==> src/rtl/fir_pkg.sv <==
// fir_pkg: shared types and defaults for the FIR coefficient path.
// Loader state encoding, default widths and a counter-width helper.
package fir_pkg;

    typedef enum logic [1:0] {
        IDLE,
        LOAD,
        READY
    } coeff_ld_state_t;

    localparam int FIR_DATA_WIDTH   = 16;
    localparam int FIR_DATA_WIDTH_F = 14;

    // Width of a counter/index able to address n entries (at least 1 bit).
    function automatic int cnt_width(input int n);
        return (n <= 2) ? 1 : $clog2(n);
    endfunction

endpackage

==> src/rtl/fir_coeff_bank.sv <==
// fir_coeff_bank: shadow and active coefficient register arrays.
// Shadow takes single/mirrored writes; active copies shadow on commit.
module fir_coeff_bank #(
    parameter int DATA_WIDTH = 16,
    parameter int NUM_TAPS   = 8,
    parameter int ADDR_WIDTH = 3
) (
    input  logic                           clk,
    input  logic                           reset_n,
    input  logic                           wr_en,
    input  logic [ADDR_WIDTH-1:0]          addr,
    input  logic [DATA_WIDTH-1:0]          data,
    input  logic                           mirror,
    input  logic                           commit,
    output logic [NUM_TAPS*DATA_WIDTH-1:0] h_out
);

    logic [DATA_WIDTH-1:0] shadow [NUM_TAPS];
    logic [DATA_WIDTH-1:0] active [NUM_TAPS];

    // Shadow write: tap addr, plus its mirror image when mirroring.
    always_ff @(posedge clk or negedge reset_n) begin
        if (!reset_n) begin
            for (int k = 0; k < NUM_TAPS; k++) begin
                shadow[k] <= '0;
            end
        end else if (wr_en) begin
            for (int k = 0; k < NUM_TAPS; k++) begin
                if (int'(addr) == k ||
                    (mirror && int'(addr) == NUM_TAPS - 1 - k)) begin
                    shadow[k] <= data;
                end
            end
        end
    end

    // Active bank only changes on commit, so reloads never disturb taps.
    always_ff @(posedge clk or negedge reset_n) begin
        if (!reset_n) begin
            for (int k = 0; k < NUM_TAPS; k++) begin
                active[k] <= '0;
            end
        end else if (commit) begin
            for (int k = 0; k < NUM_TAPS; k++) begin
                active[k] <= shadow[k];
            end
        end
    end

    for (genvar k = 0; k < NUM_TAPS; k++) begin : g_tap
        assign h_out[k*DATA_WIDTH +: DATA_WIDTH] = active[k];
    end

endmodule

==> src/rtl/fir_coeff_loader.sv <==
// fir_coeff_loader: streams coefficients into a shadow bank, commits to taps.
// Define FIR_COEFF_SYMMETRIC_EN to load half the taps and mirror them.
module fir_coeff_loader
    import fir_pkg::*;
#(
    parameter int DATA_WIDTH = FIR_DATA_WIDTH,
    parameter int NUM_TAPS   = 8
) (
    input  logic                           clk,
    input  logic                           reset_n,
    input  logic                           load_start,
    input  logic [DATA_WIDTH-1:0]          coeff_in,
    input  logic                           coeff_valid,
    output logic                           coeff_ready,
    input  logic                           commit,
    output logic                           load_done,
    output logic                           busy,
    output logic [NUM_TAPS*DATA_WIDTH-1:0] h_out
);

    localparam int AW = cnt_width(NUM_TAPS);

`ifdef FIR_COEFF_SYMMETRIC_EN
    localparam int LOAD_LEN = (NUM_TAPS + 1) / 2;
    localparam logic MIRROR = 1'b1;
`else
    localparam int LOAD_LEN = NUM_TAPS;
    localparam logic MIRROR = 1'b0;
`endif

    localparam logic [AW-1:0] LAST = AW'(LOAD_LEN - 1);

    coeff_ld_state_t state, state_d;
    logic [AW-1:0]   count, count_d;
    logic            done_d;
    logic            wr_en;
    logic            commit_en;
    logic            accept;

    assign busy        = (state == LOAD);
    assign coeff_ready = busy;
    assign accept      = coeff_valid && coeff_ready;

    // State, beat counter and done pulse registers.
    always_ff @(posedge clk or negedge reset_n) begin
        if (!reset_n) begin
            state     <= IDLE;
            count     <= '0;
            load_done <= 1'b0;
        end else begin
            state     <= state_d;
            count     <= count_d;
            load_done <= done_d;
        end
    end

    // Next state: load_start always restarts, and wins over a same-cycle beat.
    always_comb begin
        state_d   = state;
        count_d   = count;
        done_d    = 1'b0;
        wr_en     = 1'b0;
        commit_en = 1'b0;
        unique case (state)
            IDLE: begin
                if (load_start) begin
                    state_d = LOAD;
                    count_d = '0;
                end
            end
            LOAD: begin
                if (load_start) begin
                    count_d = '0;
                end else if (accept) begin
                    wr_en = 1'b1;
                    if (count == LAST) begin
                        state_d = READY;
                        count_d = '0;
                        done_d  = 1'b1;
                    end else begin
                        count_d = count + 1'b1;
                    end
                end
            end
            READY: begin
                if (commit) begin
                    commit_en = 1'b1;
                    state_d   = IDLE;
                end
                if (load_start) begin
                    state_d = LOAD;
                    count_d = '0;
                end
            end
            default: state_d = IDLE;
        endcase
    end

    fir_coeff_bank #(
        .DATA_WIDTH (DATA_WIDTH),
        .NUM_TAPS   (NUM_TAPS),
        .ADDR_WIDTH (AW)
    ) u_bank (
        .clk     (clk),
        .reset_n (reset_n),
        .wr_en   (wr_en),
        .addr    (count),
        .data    (coeff_in),
        .mirror  (MIRROR),
        .commit  (commit_en),
        .h_out   (h_out)
    );

endmodule

==> config.mk <==
export PLATFORM = sky130hd
export DESIGN_NAME = fir_coeff_loader
export DESIGN_NICKNAME = d
export VERILOG_FILES = /design/src/rtl/fir_pkg.sv /design/src/rtl/fir_coeff_bank.sv /design/src/rtl/fir_coeff_loader.sv
export SDC_FILE = /design/constraint.sdc
export NUM_CORES = 1
export LEC_CHECK = 0
export ABC_CLOCK_PERIOD_IN_PS = 1900
export CAP_MARGIN = 20
export CORE_ASPECT_RATIO = 0.75
export CORE_MARGIN = 2
export CORE_UTILIZATION = 36
export CTS_CLUSTER_DIAMETER = 60
export DETAILED_ROUTE_END_ITERATION = 8
export PLACE_DENSITY = 0.7
export SETUP_SLACK_MARGIN = 0.15
export SYNTH_ARGS = -nofsm -noshare
export SYNTH_HDL_FRONTEND = slang
export SYNTH_SLANG_ARGS = --single-unit
==> constraint.sdc <==
create_clock -name clk -period 1.9 [get_ports clk]
set_clock_uncertainty 0.15 [all_clocks]
set_input_delay 0.38 -clock clk [delete_from_list [all_inputs] [get_ports clk]]
set_output_delay 0.38 -clock clk [all_outputs]
set_load 0.005 [all_outputs]
---- After elaboration in Yosys (flattened, before gate mapping) ----
Index checks and enable logic that the tools add are counted.
cells by class
  $add $sub $neg .......................... 1
  equal/unequal tests ..................... 17
  mux-type cells .......................... 21
  reductions and logical operators ........ 15
operators by type and width
  cell                                                                    number
  2-bit AND reduction                                                     8
  3-bit equality test (second input constant)                             5
  2-bit two-way mux                                                       6
  3-bit two-way mux                                                       4
  1-bit two-way mux                                                       9
  3-bit by 2-bit equality test with 1-bit output (second input constant)  2
  2-bit by 1-bit != test with 1-bit output (second input constant)        3
  2-bit one-hot mux with 3 select lines                                   1
  3-bit one-hot mux with 2 select lines                                   1
  5-bit AND reduction                                                     1
  2-bit != test (second input constant)                                   2
  3-bit by 1-bit adder with 3-bit output (second input constant)          1
  3-bit by 1-bit equality test with 1-bit output (second input constant)  1
  3-bit logical NOT                                                       1
  3-bit by 2-bit != test with 1-bit output (second input constant)        1
  3-bit != test (second input constant)                                   1
  3-bit AND reduction                                                     1
  2-bit by 1-bit equality test with 1-bit output (second input constant)  1
  2-bit equality test (second input constant)                             1
  2-bit logical NOT                                                       1
  2-bit nonzero test                                                      1
  2-bit OR reduction                                                      1
  1-bit logical AND                                                       1
storage, ports and cells
  register bits ........................... 262
  input port bits ......................... 21
  output and inout bits ................... 131
  word-level logic and storage cells ...... 73

---- Logic depth before layout (Yosys ltp) ----
  depth after elaboration ................. 6
  gate-level depth with buffers ........... 7

---- Hierarchy ----
A second synthesis with hierarchy kept.
unflattened totals
  cells, all modules ...................... 629
  area, all modules ....................... 10103.4 µm²
modules (own cells, without submodules)
  module            times used  cells each  area each (µm²)
  fir_coeff_bank    1           595         9769.4
  fir_coeff_loader  1           34          334.1

---- Worst setup path before layout ----
OpenSTA, ideal clock, no wires.
  path type ............................... register to register
  start ................................... register state[1]
  end ..................................... register u_bank.shadow[53] (netlist name)
  setup time .............................. 0.125 ns
  data arrival time ....................... 1.719 ns
  data required time ...................... 1.625 ns
  slack ................................... -0.094 ns
  stages on the path, launching flop included .. 6
  clock period less this slack ............ 1.994 ns
  cell sequence ........................... dfrtp_1 -> buf_6 -> or3b_4 -> nor3_4 -> buf_6 -> mux2_2
on the way
  cells in the longest elaborated chain, start to end .. 6
RTL lines
  what                                                RTL line                                        text
  from (decl)                                         fir_coeff_loader.sv:33                          coeff_ld_state_t state, state_d;
  from (signal assigned)                              fir_coeff_loader.sv:51                          state <= state_d;
  2-bit by 1-bit equality test with 1-bit output (*)  fir_coeff_loader.sv:40, fir_coeff_loader.sv:64
  1-bit logical AND                                   fir_coeff_loader.sv:42                          assign accept = coeff_valid && coeff_ready;
  1-bit two-way mux                                   fir_coeff_loader.sv:74                          end else if (accept) begin
  1-bit two-way mux                                   fir_coeff_loader.sv:72                          if (load_start) begin
  1-bit two-way mux (*)                               fir_coeff_loader.sv:64                          unique case (state)
  2-bit AND reduction (no line) (*)                   -
  to (signal, indexed assignment)                     fir_coeff_bank.sv:31                            shadow[k] <= data;
  to (decl)                                           fir_coeff_bank.sv:18                            logic [DATA_WIDTH-1:0] shadow [NUM_TAPS];
Mark *: on every way between the ends. The rest lies on a longest branch, timed or not.
A chain may end at the register's enable or synchronous reset.

---- Worst setup path in the final report ----
  start ................................... register state[1]
  end ..................................... register u_bank.shadow[56] (netlist name)
The elaborated chain is that of the path after synthesis.

==> impl_metrics.csv <==
group,metric,value,unit
outcome,status,"finished with violations",
outcome,violations,"setup timing",
clocking,clk_path_buf_depth,3,
pwr,pwr-share-clk,40.5,%
pwr,swShare,23.0,%
synthesis,synth_top_area_cell,"dfrtp_1",
timing,fin_crit,1980,ps
synthesis,synthArstFlopShare,100,%
worst_setup_path,criticalPathCategory,"flop to flop",
floorplanning,start_util,36.7,%
worst_setup_path,cp.arrival,2230,ps
final_layout,final_common_cell,"dfrtp_1",
floorplanning,die_area,29000,µm²
final_layout,multi_input_area,3930,µm²
pwr,combPwrFrac,7.7,%
timing,max_freq,0.505,GHz
synthesis,syn_nets,616,
final_layout,most-common-layout-cells,"dfrtp_1 (261), mux2_4 (183), dlygate4sd2_1 (82)",
worst_setup_path,cp_slowest_cell,"dfrtp_1",
global_routing,antenna_found_initial,1,
worst_setup_path,endpoint_kind,"flop",
floorplanning,io_pins,152,
worst_setup_path,crit_family,"simple AND/OR/NAND/NOR gates",
final_layout,finish.instance_area,14600,µm²
clocking,cts_root_buf,"clkbuf_16",
worst_setup_path,cp_cell_sequence,"buf_6 > or3b_4 > nor3_4 > buf_12 > mux2_2",
pwr,cellPowerDensity,836,nW/µm²
final_layout,final_layout_size_suffix_gt1_share,47.8,%
synthesis,synth_cells,588,
placed_design,gp_congestion,0.795,
timing,fin_ws,-79.7,ps
synthesis,synthTopCellsByArea,"dfrtp_1 (66%), mux2_2 (29%), buf_2 (0.96%)",
pwr,p_int,9.41,mW
timing,rsz0062_at_grt,"yes",
clocking,path_clk_slew,70,ps
clocking,h-tree-depth,1,
global_routing,grt_pass1_wl,37100,µm
synthesis,synth_ff_type,"dfrtp_1",
floorplanning,fp-row-count,52,
placed_design,port_buffers,151,
pwr,ir_worst_vdd,0.606,mV
floorplanning,core_area,27100,µm²
global_routing,grt_use_total,16.5,%
floorplanning,chipHeight,148,µm
synthesis,ys_ff_latch,262,
clocking,cts.sinks,262,
detailed_routing,ant_nets,0,
detailed_routing,wl,26200,µm
flow_run,max-cap-violations,0,
synthesis,ys_seq_area_share,66.0,%
placed_design,place_area,12300,µm²
timing,finalCritPeriodShare,104,%
clocking,clk_latency,530,ps
clocking,numCtsBuffers,27,
timing,finalSetupViolations,89,
worst_setup_path,critPathMaxFanout,16,
placed_design,hpwl,14800,µm
detailed_routing,dr.pass1.iters,5,
global_routing,grt.overflow.total,0,
timing,hold_ws,234,ps
pwr,p_seq_share,51.8,%
floorplanning,die_width,196,µm
pwr,power,12.2,mW
detailed_routing,via_per_inst,4.94,
worst_setup_path,slowest_delay,420,ps
detailed_routing,routedWlPerCell,21.7,µm
synthesis,synth_top_cell_area_share,66.0,%
pwr,switchingPower,2.82,mW
final_layout,nets,864,
worst_setup_path,cp.required,2150,ps
final_layout,antenna_cells,0,
synthesis,avgSynthCellArea,16.9,µm²
synthesis,synth_edf_count,0,
worst_setup_path,start_kind,"flop",
worst_hold_path,hold_class,"input port to asynchronous set/reset pin",
detailed_routing,vias,5956,
detailed_routing,drt_iter0_markers,239,
pwr,p_leak,7.84,nW
final_layout,nFillCells,2179,
global_routing,grt_pass1_vias,6110,
timing,hold_viol_final,0,
worst_setup_path,path_buf_inv,2,
global_routing,grt_max_degree,50,
final_layout,register_area,6560,µm²
clocking,cts_tree,"yes",
synthesis,synth_area,9940,µm²
detailed_routing,drc,0,
synthesis,yosysUniqueCellTypes,26,
timing,drv_slew,0,
timing,relSlewSlack,62.0,%
synthesis,yosys_warnings,0,
final_layout,area_growth,47.1,%
timing,worst_pin_slew,569,ps
## worst paths after layout
path / startpoint / endpoint / slack (ps) / cells after the start
min: reset_n / u_bank.h_out[16]$_DFFE_PN0P_ / 230 / 2
max: state[1]$_DFFE_PN0P_ / u_bank.shadow[56]$_DFFE_PN0P_ / -80 / 5
max reg2reg: state[1]$_DFFE_PN0P_ / u_bank.shadow[56]$_DFFE_PN0P_ / -80 / 5
max in group asynchronous: reset_n / u_bank.h_out[56]$_DFFE_PN0P_ / 760 / 3
min in group clk: u_bank.shadow[90]$_DFFE_PN0P_ / u_bank.h_out[42]$_DFFE_PN0P_ / 350 / 1
min reg2reg: u_bank.shadow[90]$_DFFE_PN0P_ / u_bank.h_out[42]$_DFFE_PN0P_ / 350 / 1
## registers in the layout (all words and copies together) (netlist names)
| register | cells |
|---|---|
| count | 3 |
| load_done | 1 |
| state | 2 |
| u_bank.h_out | 128 |
| u_bank.shadow | 128 |
## synthesized netlist by cell type (2+ instances only)
master / instances
a21oi_1: 4
buf_2: 19
nand3_2: 2
nand2_1: 4
ha_1: 7
inv_1: 5
buf_6: 3
dfrtp_1: 262
nand4_2: 2
buf_4: 3
o21ai_0: 2
nor2b_1: 2
nor3_4: 2
mux2_2: 256
and4_1: 2
clkbuf_1: 3
## worst reg2reg max path, stage by stage, from the launching register on
cell	delay [ps]
dfrtp_1	420
buf_6	140
or3b_4	410
nor3_4	170
buf_12	190
mux2_2	370
## power by group through the flow
stage	combinational, mW	clock (mW)	sequential (mW)
5_1_grt	1.03	5.30	6.39
6_report	0.941	4.95	6.33
3_3_place_gp	0.790	0	6.38
2_1_floorplan	0.488	0	6.30
4_1_cts	0.885	5.07	6.31
3_5_place_dp	0.821	0	6.40
## cell type report
| class | count | share of cell area (%) |
|---|---|---|
| clock inverters | 11 | 0.505 |
| inverters | 5 | 0.128 |
| multi-input cells | 293 | 26.9 |
| well taps | 351 | 3.00 |
| flip-flops and latches | 262 | 44.8 |
| repair buffers | 247 | 19.5 |
| clock buffers | 37 | 5.15 |
## per-stage QoR
stage	setup WS, ps	instances	setup TNS [ps]	util [%]
5_1_grt	-102	1206	-5960	54.0
6_report	-79.7	1206	-2060	54.0
2_1_floorplan	-22.8	588	-456	-
3_5_place_dp	-485	1100	-49920	45.5
3_3_place_gp	-428	1100	-47300	45.5
4_1_cts	-42.7	1170	-966	50.5
## layer usage
metal / share of wire (%) / wire length [µm] / vias up / global-route usage (%)
met5: 0 / 0 / - / 0
met4: 1.6 / 426 / 0 / 3.26
met3: 4.0 / 1040 / 35 / 2.76
met2: 44 / 11400 / 170 / 23.8
met1: 51 / 13300 / 3162 / 26.2
li1: - / - / 2589 / -
## cell families after synthesis
logic type                 after synthesis  synth area share [%]
adders and majority gates                7                 0.881
DFF                                    262                  66.0
buffers and inverters                   33                  1.83
and+or+nand+nor                         21                  1.80
muxes                                  256                  29.0
AOI/OAI and AO/OA                        9                 0.541
## what timing repair did
item                       4_1_cts  5_1_grt
gates cloned                     4       16
resized for setup              260      138
setup buffers                   17       20
hold buffers                     1        0
hold endpoints to repair        39        0
pin swaps                        1        0
setup endpoints to repair      218      291
Power figures use the tool's default switching activity.
